===== src/rtl/uart_rx_buffered_pkg.sv =====
// Shared types for the buffered UART receiver: FSM state encoding, data width, parity helper.
// Optional feature macro used by the users of this package: UART_PARITY_EN.
package uart_rx_buffered_pkg;

  typedef enum logic [2:0] {IDLE_S, START_S, DATA_S, PARITY_S, STOP_S} uart_rxb_state_t;

  localparam int UART_DATA_W = 8;

  function automatic logic even_parity(input logic [UART_DATA_W-1:0] d);
    return ^d;
  endfunction

endpackage


===== src/rtl/uart_rx_fifo.sv =====
// First-word-fall-through receive FIFO; reports a push refused because the FIFO is full.
// A push coinciding with a pop on a full FIFO is accepted (the pop frees the slot).
module uart_rx_fifo #(
  parameter int DATA_W = 8,
  parameter int DEPTH  = 4
) (
  input  logic              clk,
  input  logic              rst,
  input  logic              push,
  input  logic [DATA_W-1:0] din,
  input  logic              pop,
  output logic [DATA_W-1:0] dout,
  output logic              full,
  output logic              empty,
  output logic              accept,
  output logic              overrun
);

  localparam int PTR_W = $clog2(DEPTH);
  localparam int CNT_W = PTR_W + 1;

  logic [DATA_W-1:0] r_mem [DEPTH];
  logic [PTR_W-1:0]  r_wr_ptr;
  logic [PTR_W-1:0]  r_rd_ptr;
  logic [CNT_W-1:0]  r_count;
  logic              w_pop;

  assign full    = (r_count == CNT_W'(DEPTH));
  assign empty   = (r_count == '0);
  assign w_pop   = pop && !empty;
  assign accept  = push && (!full || w_pop);
  assign overrun = push && !accept;
  assign dout    = empty ? '0 : r_mem[r_rd_ptr];

  always_ff @(posedge clk or negedge rst) begin
    if (!rst) begin
      r_wr_ptr <= '0;
      r_rd_ptr <= '0;
      r_count  <= '0;
    end else begin
      if (accept) r_wr_ptr <= r_wr_ptr + 1'b1;
      if (w_pop)  r_rd_ptr <= r_rd_ptr + 1'b1;
      case ({accept, w_pop})
        2'b10:   r_count <= r_count + 1'b1;
        2'b01:   r_count <= r_count - 1'b1;
        default: r_count <= r_count;
      endcase
    end
  end

  // Storage carries no reset; emptiness masks stale contents on dout.
  always_ff @(posedge clk) begin
    if (accept) r_mem[r_wr_ptr] <= din;
  end

endmodule


===== src/rtl/uart_rx_buffered.sv =====
// UART receiver (8 data bits, LSB first, 1 stop) feeding a FWFT FIFO, with sticky error flags.
// Define UART_PARITY_EN to expect an even parity bit between data and stop.
module uart_rx_buffered
  import uart_rx_buffered_pkg::*;
#(
  parameter int CLKS_PER_BIT = 16,
  parameter int FIFO_DEPTH   = 4
) (
  input  logic                   clk,
  input  logic                   rst,
  input  logic                   rx,
  input  logic                   rd_en,
  input  logic                   err_clr,
  output logic [UART_DATA_W-1:0] rd_data,
  output logic                   rx_valid,
  output logic                   rx_full,
  output logic                   rx_done,
  output logic                   framing_error,
  output logic                   overrun_error,
  output logic                   parity_error,
  output uart_rxb_state_t        rx_state
);

  localparam int CNT_W = $clog2(CLKS_PER_BIT);
  localparam logic [CNT_W-1:0] HALF_LAST = CNT_W'(CLKS_PER_BIT / 2 - 1);
  localparam logic [CNT_W-1:0] FULL_LAST = CNT_W'(CLKS_PER_BIT - 1);

  logic                   r_sync1, r_sync2;
  uart_rxb_state_t        r_state, w_state_nxt;
  logic [CNT_W-1:0]       r_cnt, w_cnt_nxt;
  logic [2:0]             r_bit, w_bit_nxt;
  logic [UART_DATA_W-1:0] r_shift;
  logic                   r_bad, w_bad_nxt;
  logic                   r_done, r_ferr, r_oerr;
  logic                   w_rx, w_shift_en, w_push, w_ferr_set, w_perr_set;
  logic                   w_accept, w_overrun, w_empty;

  assign w_rx = r_sync2;

  always_comb begin
    w_state_nxt = r_state;
    w_cnt_nxt   = r_cnt + 1'b1;
    w_bit_nxt   = r_bit;
    w_bad_nxt   = r_bad;
    w_shift_en  = 1'b0;
    w_push      = 1'b0;
    w_ferr_set  = 1'b0;
    w_perr_set  = 1'b0;
    case (r_state)
      IDLE_S: begin
        w_cnt_nxt = '0;
        if (!w_rx) begin
          w_state_nxt = START_S;
          w_bit_nxt   = '0;
          w_bad_nxt   = 1'b0;
        end
      end
      START_S: begin
        if (r_cnt == HALF_LAST) begin
          w_cnt_nxt   = '0;
          w_state_nxt = w_rx ? IDLE_S : DATA_S;
        end
      end
      DATA_S: begin
        if (r_cnt == FULL_LAST) begin
          w_cnt_nxt  = '0;
          w_shift_en = 1'b1;
          w_bit_nxt  = r_bit + 1'b1;
          if (r_bit == 3'd7) begin
`ifdef UART_PARITY_EN
            w_state_nxt = PARITY_S;
`else
            w_state_nxt = STOP_S;
`endif
          end
        end
      end
      PARITY_S: begin
`ifdef UART_PARITY_EN
        if (r_cnt == FULL_LAST) begin
          w_cnt_nxt   = '0;
          w_bad_nxt   = (w_rx != even_parity(r_shift));
          w_state_nxt = STOP_S;
        end
`else
        w_state_nxt = IDLE_S;
`endif
      end
      STOP_S: begin
        if (r_cnt == FULL_LAST) begin
          w_cnt_nxt   = '0;
          w_state_nxt = IDLE_S;
          w_ferr_set  = !w_rx;
          w_perr_set  = r_bad;
          w_push      = w_rx && !r_bad;
        end
      end
      default: w_state_nxt = IDLE_S;
    endcase
  end

  always_ff @(posedge clk or negedge rst) begin
    if (!rst) begin
      r_sync1 <= 1'b1;
      r_sync2 <= 1'b1;
      r_state <= IDLE_S;
      r_cnt   <= '0;
      r_bit   <= '0;
      r_bad   <= 1'b0;
      r_done  <= 1'b0;
      r_ferr  <= 1'b0;
      r_oerr  <= 1'b0;
    end else begin
      r_sync1 <= rx;
      r_sync2 <= r_sync1;
      r_state <= w_state_nxt;
      r_cnt   <= w_cnt_nxt;
      r_bit   <= w_bit_nxt;
      r_bad   <= w_bad_nxt;
      r_done  <= w_accept;
      // A fresh error outranks a simultaneous clear.
      r_ferr  <= w_ferr_set | (r_ferr & ~err_clr);
      r_oerr  <= w_overrun  | (r_oerr & ~err_clr);
    end
  end

  always_ff @(posedge clk) begin
    if (w_shift_en) r_shift <= {w_rx, r_shift[UART_DATA_W-1:1]};
  end

`ifdef UART_PARITY_EN
  logic r_perr;
  always_ff @(posedge clk or negedge rst) begin
    if (!rst) r_perr <= 1'b0;
    else      r_perr <= w_perr_set | (r_perr & ~err_clr);
  end
  assign parity_error = r_perr;
`else
  assign parity_error = 1'b0;
`endif

  uart_rx_fifo #(
    .DATA_W(UART_DATA_W),
    .DEPTH (FIFO_DEPTH)
  ) u_fifo (
    .clk    (clk),
    .rst    (rst),
    .push   (w_push),
    .din    (r_shift),
    .pop    (rd_en),
    .dout   (rd_data),
    .full   (rx_full),
    .empty  (w_empty),
    .accept (w_accept),
    .overrun(w_overrun)
  );

  assign rx_valid      = !w_empty;
  assign rx_done       = r_done;
  assign framing_error = r_ferr;
  assign overrun_error = r_oerr;
  assign rx_state      = r_state;

  logic w_unused;
  assign w_unused = w_perr_set;

endmodule


===== config.mk =====
export PLATFORM = sky130hd
export DESIGN_NAME = uart_rx_buffered
export DESIGN_NICKNAME = d
export VERILOG_FILES = /design/src/rtl/uart_rx_buffered_pkg.sv /design/src/rtl/uart_rx_fifo.sv /design/src/rtl/uart_rx_buffered.sv
export SDC_FILE = /design/constraint.sdc
export NUM_CORES = 1
export LEC_CHECK = 0
export CORE_UTILIZATION = 32
export DETAILED_ROUTE_END_ITERATION = 8
export GPL_ROUTABILITY_DRIVEN = 0
export GPL_TIMING_DRIVEN = 1
export PLACE_DENSITY_LB_ADDON = 0.1
export SLEW_MARGIN = 20
export SYNTH_ARGS = -nofsm -noshare
export SYNTH_HDL_FRONTEND = slang
export SYNTH_SLANG_ARGS = --single-unit

===== constraint.sdc =====
create_clock -name clk -period 1.9 [get_ports clk]
set_input_delay 0.19 -clock clk [delete_from_list [all_inputs] [get_ports clk]]
set_output_delay 0.19 -clock clk [all_outputs]
set_load 0.03 [all_outputs]

# ---- Word-level counts from Yosys, hierarchy flattened
# Memories as Yosys holds them, arrays and structs flattened.
# Index checks and enable logic that the tools add are counted.
dict set report op_classes {
  addsub 6
  eq_ne 14
  mux 23
  bitwise 5
  reduce_logical 15
}
# operator count
set op_table {}
lappend op_table {{$mux 3} 7}
lappend op_table {{$pmux 3 s2} 2}
lappend op_table {{$pmux 3 s4} 1}
lappend op_table {{$pmux 4 s3} 1}
lappend op_table {{$ne 2x2->1 const B} 5}
lappend op_table {{$eq 3x3->1 const B} 3}
lappend op_table {{$mux 1} 8}
lappend op_table {{$mux 4} 2}
lappend op_table {{$mux 8} 1}
lappend op_table {{$add 3x1->3 const B} 2}
lappend op_table {{$logic_not 3->1} 2}
lappend op_table {{$reduce_and 5->1} 1}
lappend op_table {{$add 2x1->2 const B} 2}
lappend op_table {{$add 4x1->4 const B} 1}
lappend op_table {{$eq 4x3->1 const B} 1}
lappend op_table {{$eq 4x4->1 const B} 1}
lappend op_table {{$logic_not 1->1} 4}
lappend op_table {{$reduce_bool 2->1} 2}
lappend op_table {{$eq 3x1->1 const B} 1}
lappend op_table {{$eq 3x2->1 const B} 1}
lappend op_table {{$logic_and 1x1->1} 3}
lappend op_table {{$reduce_and 3->1} 1}
lappend op_table {{$sub 3x1->3 const B} 1}
lappend op_table {{$and 1x1->1} 2}
lappend op_table {{7 further kinds} 8}
dict set report word_totals {
  ff_bits 30
  mem_bits_rw 32
  input_bits 5
  out_inout_bits 17
  wordCells 76
  n_memories 1
}
# name depth width rd rd_ports_with_merged_regs wr line_no
set memory_table {}
lappend memory_table {u_fifo.r_mem 4 8 1 0 1 uart_rx_fifo.sv:22} ;# logic [DATA_W-1:0] r_mem [DEPTH];

# ---- Logic depth before layout (Yosys ltp)
# Gate-level depths: netlist of run 1.
dict set report depth {
  ltp_word 8
  depth_mapped 10
  ltp_nobuf 9
}

# ---- Modules after synthesis
# Synthesis of run 1 repeated with hierarchy kept, for this count alone.
dict set report hier_totals {
  hier_cells 171
  area_unflattened_um2 2655.0
}
# mod instances cells_per_inst area_each_um2 seq_area_each_um2
set modules_own_cells {}
lappend modules_own_cells {uart_rx_fifo 1 92 1656.6 1136.1}
lappend modules_own_cells {uart_rx_buffered 1 79 998.5 618.1}

# ---- Worst setup path before layout of run 1
# OpenSTA, ideal clock, no wires.
dict set report synth_path {
  path_type {register to register}
  start {register u_fifo.r_count[2]}
  end {register u_fifo.r_count[2]}
  setup_ns 0.129
  arrival_time_ns 2.116
  required_time_ns 1.771
  setup_slack_ns -0.345
  path_stages_with_launch 9
  path_buffers 1
  period_less_slack_ns 2.245
  cell_sequence {dfrtp_1 > or3_1 > clkbuf_1 > nand2_1 > nor2_1 > fa_1 > nand2b_1 > o211ai_1 > nand3_1}
}
dict set report synth_between {
  elab_chain_len 7
  word_cells_on_any_way 13
  classes_between {add/sub (2); eq/ne (3); mux (1); reduce/logical (7)}
}
# item line_no
set synth_rtl {}
lappend synth_rtl {{start: declaration} uart_rx_fifo.sv:25} ;# logic [CNT_W-1:0] r_count;
lappend synth_rtl {{start signal: assignment} uart_rx_fifo.sv:44} ;# 2'b10: r_count <= r_count + 1'b1;
lappend synth_rtl {{start signal: assignment} uart_rx_fifo.sv:45} ;# 2'b01: r_count <= r_count - 1'b1;
lappend synth_rtl {{start signal: assignment} uart_rx_fifo.sv:46} ;# default: r_count <= r_count;
lappend synth_rtl {{$logic_not 3->1 *} uart_rx_fifo.sv:29} ;# assign empty = (r_count == '0);
lappend synth_rtl {{$logic_not 1->1 *} n/a}
lappend synth_rtl {{via rx_valid} uart_rx_buffered.sv:15} ;# output logic rx_valid,
lappend synth_rtl {{$logic_and 1x1->1 *} uart_rx_fifo.sv:30} ;# assign w_pop = pop && !empty;
lappend synth_rtl {{$logic_or 1x1->1} uart_rx_fifo.sv:31} ;# assign accept = push && (!full || w_pop);
lappend synth_rtl {{$logic_and 1x1->1} uart_rx_fifo.sv:31}
lappend synth_rtl {{$eq 2x1->1 / $eq 2x2->1 (equally long branches)} uart_rx_fifo.sv:43} ;# case ({accept, w_pop})
lappend synth_rtl {{$pmux 3 s2 / $reduce_bool 2->1 (equally long branches)} n/a}
# Mark *: on every way through the listed nets, which the timed path passes. The rest lies on a longest branch.
# A chain may end at the register's enable or synchronous reset.

# ---- Worst setup path in the final report of run 1
dict set report layout_path {
  start {register u_fifo.r_rd_ptr[0]}
  end {output port rd_data[6]}
}
dict set report layout_between {
  elab_chain_len 2
}
# item line_no
set layout_rtl {}
lappend layout_rtl {{start: declaration} uart_rx_fifo.sv:24} ;# logic [PTR_W-1:0] r_rd_ptr;
lappend layout_rtl {{start signal: assignment} uart_rx_fifo.sv:42} ;# if (w_pop) r_rd_ptr <= r_rd_ptr + 1'b1;
lappend layout_rtl {{$mem_v2 4x8} n/a}
lappend layout_rtl {{$mux 8} uart_rx_fifo.sv:33} ;# assign dout = empty ? '0 : r_mem[r_rd_ptr];
lappend layout_rtl {{end: declaration} uart_rx_buffered.sv:14} ;# output logic [UART_DATA_W-1:0] rd_data,
# Every way passes these cells.

==> out/summary.md, run 1 <==
CTS
* **TritonCTS clock tree** done
* **number of hold-repair buffers added at the cts stage** 0
* **clock edge transition at the registers on the reported setup and hold paths** 0.07 ns
* **clock sink count** 62
* **clock root buffer** clkbuf_8
* **buffer depth of the longest clock path** 2
* **clock latency of the later-clocked register in the worst-skew pair** 0.33 ns
* **maximum level of the CTS H-tree** 3
* **TritonCTS Buffers** 9

Pwr
* **Combinational Power Share** 14.2%
* **P_int** 2.54 mW
* **net switching component of the power** 0.819 mW
* **Pwr Density** 937 nW/µm²
* **share of total power in the clock network** 36.5%
* **Pleak** 1.40 nW
* **switching portion of total power** 24.3%
* **portion of total power attributed to sequential cells** 49.3%
* **Max rail drop VDD** 0.000490 V

Timing
* **setup-violating endpoint count in the final report** 0
* **Final Hold Violating Endpoints** 0
* **post-route setup slack** 0.00880 ns
* **final critical path time including I/O delays and setup** 1.89 ns
* **part of the cycle the worst path needs** 99.5%
* **peak clock frequency supported by timing** 529 MHz
* **max-slew violation count** 0
* **worst clock skew on the final layout** 0.00940 ns
* **Total Negative Setup Slacks** 0 ns
* **RSZ-0062 raised after global routing** true
* **worst hold margin** 0.202 ns

Route
* **average wire length per cell after detail routing** 15.3 µm
* **DRC** 0
* **Initial DRC Count** 74
* **via count** 1677
* **DR pass1 iterations** 4
* **number of vias per cell after detailed routing** 4.81
* **antenna viol nets, final** 0
* **Detailed Route WL** 5330 µm

Run status
* **run status** completed

Synth
* **mean post-synth cell area** 14.8 µm²
* **dominant cells by area after synthesis** edfxtp_1 44%, dfrtp_1 18%, mux4_2 6.6%
* **number of storage elements in the synthesis netlist** 62
* **share of synthesized registers carrying an async set or reset** 35.5%
* **post-synthesis sequential area ratio** 64.6%
* **number of enable-type register cells in the synthesized netlist** 40
* **post-synth design cell area** 2720 µm²
* **distinct cell type count of the synthesized netlist** 49
* **Synth Flop Type** edfxtp_1
* **synthesized netlist net count** 197
* **Synth warnings** 0
* **largest area contributor in the synthesized netlist** edfxtp_1
* **synthesized instance count** 184
* **fraction of synthesized cell area taken by the top area cell type** 44.2%

Global routing
* **largest net degree at the start of global routing** 23
* **number of global-route vias before repair** 1722
* **Overall Global Routing Usage** 13.5%
* **antenna violations before repair** 0
* **sum of overflow across all layers after global routing** 0
* **first-pass GRT wire length** 8510 µm

Critical path
* **depth of the worst register-to-register path** 7
* **kind of critical path** register to primary output
* **end of the worst register-to-register path** u_fifo.r_count[2]
* **data arrival at the endpoint of the critical path** 1.70 ns
* **top fanout value on the critical path** 5
* **critical path launch point type** register
* **setup slack of the most critical reg-to-reg path** 0.04 ns
* **nature of the critical path endpoint** primary output
* **Required @ worst endpoint** 1.71 ns
* **launch instance of the worst register-to-register path** r_sync2

Cells and area
* **leading cell type in the layout, fill and taps excluded** edfxtp_1
* **layout overhead on the synthesized area** 32.1%
* **top library cells by usage in the layout, fill and taps aside** 40 x edfxtp_1, 29 x buf_4, 17 x dfrtp_1
* **area used by multi-input combinational logic** 953 µm²
* **fin nets** 252
* **layout cell share with drive strength beyond 1** 38.9%
* **post-layout util** 43.7%
* **fillers** 745
* **footprint of the flip-flops and latches** 1760 µm²
* **number of antenna diodes** 0
* **Final Instance Area** 3590 µm²

Placed design
* **number of buffer cells added on primary ports** 20
* **placed instance area** 3290 µm²
* **pre-CTS setup slack** -0.0623 ns
* **half-perimeter wire length after detailed placement** 3660 µm

Floorplan
* **Die Outline Area** 8860 µm²
* **initial standard-cell utilization of the core** 33.1%
* **Die X-Extent** 94.1 µm
* **die span in y** 94.1 µm
* **Cell Rows** 33
* **count of boundary I/O pins** 22
* **core footprint** 8220 µm²

Hold path
* **min-delay worst type** input pin to async pin

Run
* **max-cap violation count** 0

## critical path, cell delays in order (launching register included)
cell and delay, ns:
dfrtp_2 0.41, buf_12 0.13, mux4_2 0.48, and2_1 0.17, buf_2 0.17
## routing by layer
layer | vias up | GRT usage [%] | routed length [µm]
met1 | 846 | 14.9 | 2220
met4 | 0 | 5.00 | 50
met5 | - | 0 | 0
li1 | 805 | - | -
met2 | 22 | 24.3 | 2900
met3 | 4 | 3.88 | 153
## per-stage QoR
stage	instances	power, mW
after floorplan	184	1.95
after global placement	329	2.11
after detailed placement	329	2.15
after CTS	350	3.39
after global routing	349	3.54
final	349	3.36
## flip-flops by register name (all words and copies together) (netlist names), 2 cells and up
name,flops
r_bit,3
r_cnt,4
u_fifo.r_rd_ptr,2
u_fifo.r_count,3
u_fifo.r_mem,32
rx_state,3
r_shift,8
u_fifo.r_wr_ptr,2
## cell type report
cell class	count	share of cell area, %
inverter	9	0.941
timing repair buffer	53	13.9
clock inverter	7	2.48
sequential	62	49.0
tap	105	3.66
multi-input combinational	104	26.6
clock buffer	9	3.45
## power groups by stage
stage / clock network, mW / logic [mW] / registers, mW
3_5_place_dp: 0 / 0.470 / 1.68
3_3_place_gp: 0 / 0.444 / 1.67
5_1_grt: 1.32 / 0.541 / 1.67
4_1_cts: 1.26 / 0.473 / 1.65
6_report: 1.23 / 0.478 / 1.66
2_1_floorplan: 0 / 0.275 / 1.67
## timing repair
item                                    CTS  global route
endpoints found under the setup margin   11            42
gates resized for setup                  58            18
buffers inserted                          4             0
gates cloned                              1             0
pin swaps                                 4             6
## synthesized netlist by cell type (2+ instances only)
| cell type | number |
|---|---|
| a21oi_1 | 2 |
| a22o_1 | 5 |
| and2_1 | 12 |
| and3_1 | 2 |
| buf_2 | 2 |
| buf_4 | 2 |
| clkbuf_1 | 5 |
| dfrtp_1 | 20 |
| dfstp_2 | 2 |
| edfxtp_1 | 40 |
| ha_1 | 7 |
| inv_1 | 9 |
| mux4_2 | 8 |
| nand2_1 | 6 |
| nand3_1 | 9 |
| nand4_1 | 3 |
| nor2_1 | 7 |
| nor3_1 | 4 |
| nor4b_1 | 2 |
| o211ai_1 | 2 |
| o21ai_0 | 4 |
| o311ai_1 | 2 |
| xnor2_1 | 3 |
## worst max-delay path by stage
stage	startpoint	endpoint	depth (start not counted)
global route	u_fifo.r_rd_ptr[0]	rd_data[6]	4
floorplan	u_fifo.r_count[1]	u_fifo.r_count[2]	8
CTS	u_fifo.r_rd_ptr[0]	rd_data[6]	4
finish	u_fifo.r_rd_ptr[0]	rd_data[6]	4
global placement	u_fifo.r_rd_ptr[0]	rd_data[2]	4
detailed placement	r_sync2	u_fifo.r_count[2]	7
## cells by family after synthesis
| family | Yosys count | synth area share [%] |
|---|---|---|
| flip-flops | 62 | 64.6 |
| AND/OR/NAND/NOR | 56 | 12.3 |
| AO/OA/AOI/OAI | 25 | 7.28 |
| buffers and inverters | 18 | 2.86 |
| multiplexers | 10 | 7.60 |
| adder cells (fa/ha/maj) | 8 | 3.96 |
| XOR/XNOR | 4 | 1.29 |
| other | 1 | 0.138 |
(Power assumes the default switching activity.)
==> inputs of run 2 (changes only) <==
Settings changed: CTS_CLUSTER_DIAMETER from default to 80.
==> results of run 2 <==
Same layout as run 1: the final DEF is identical, and so are final timing and power.
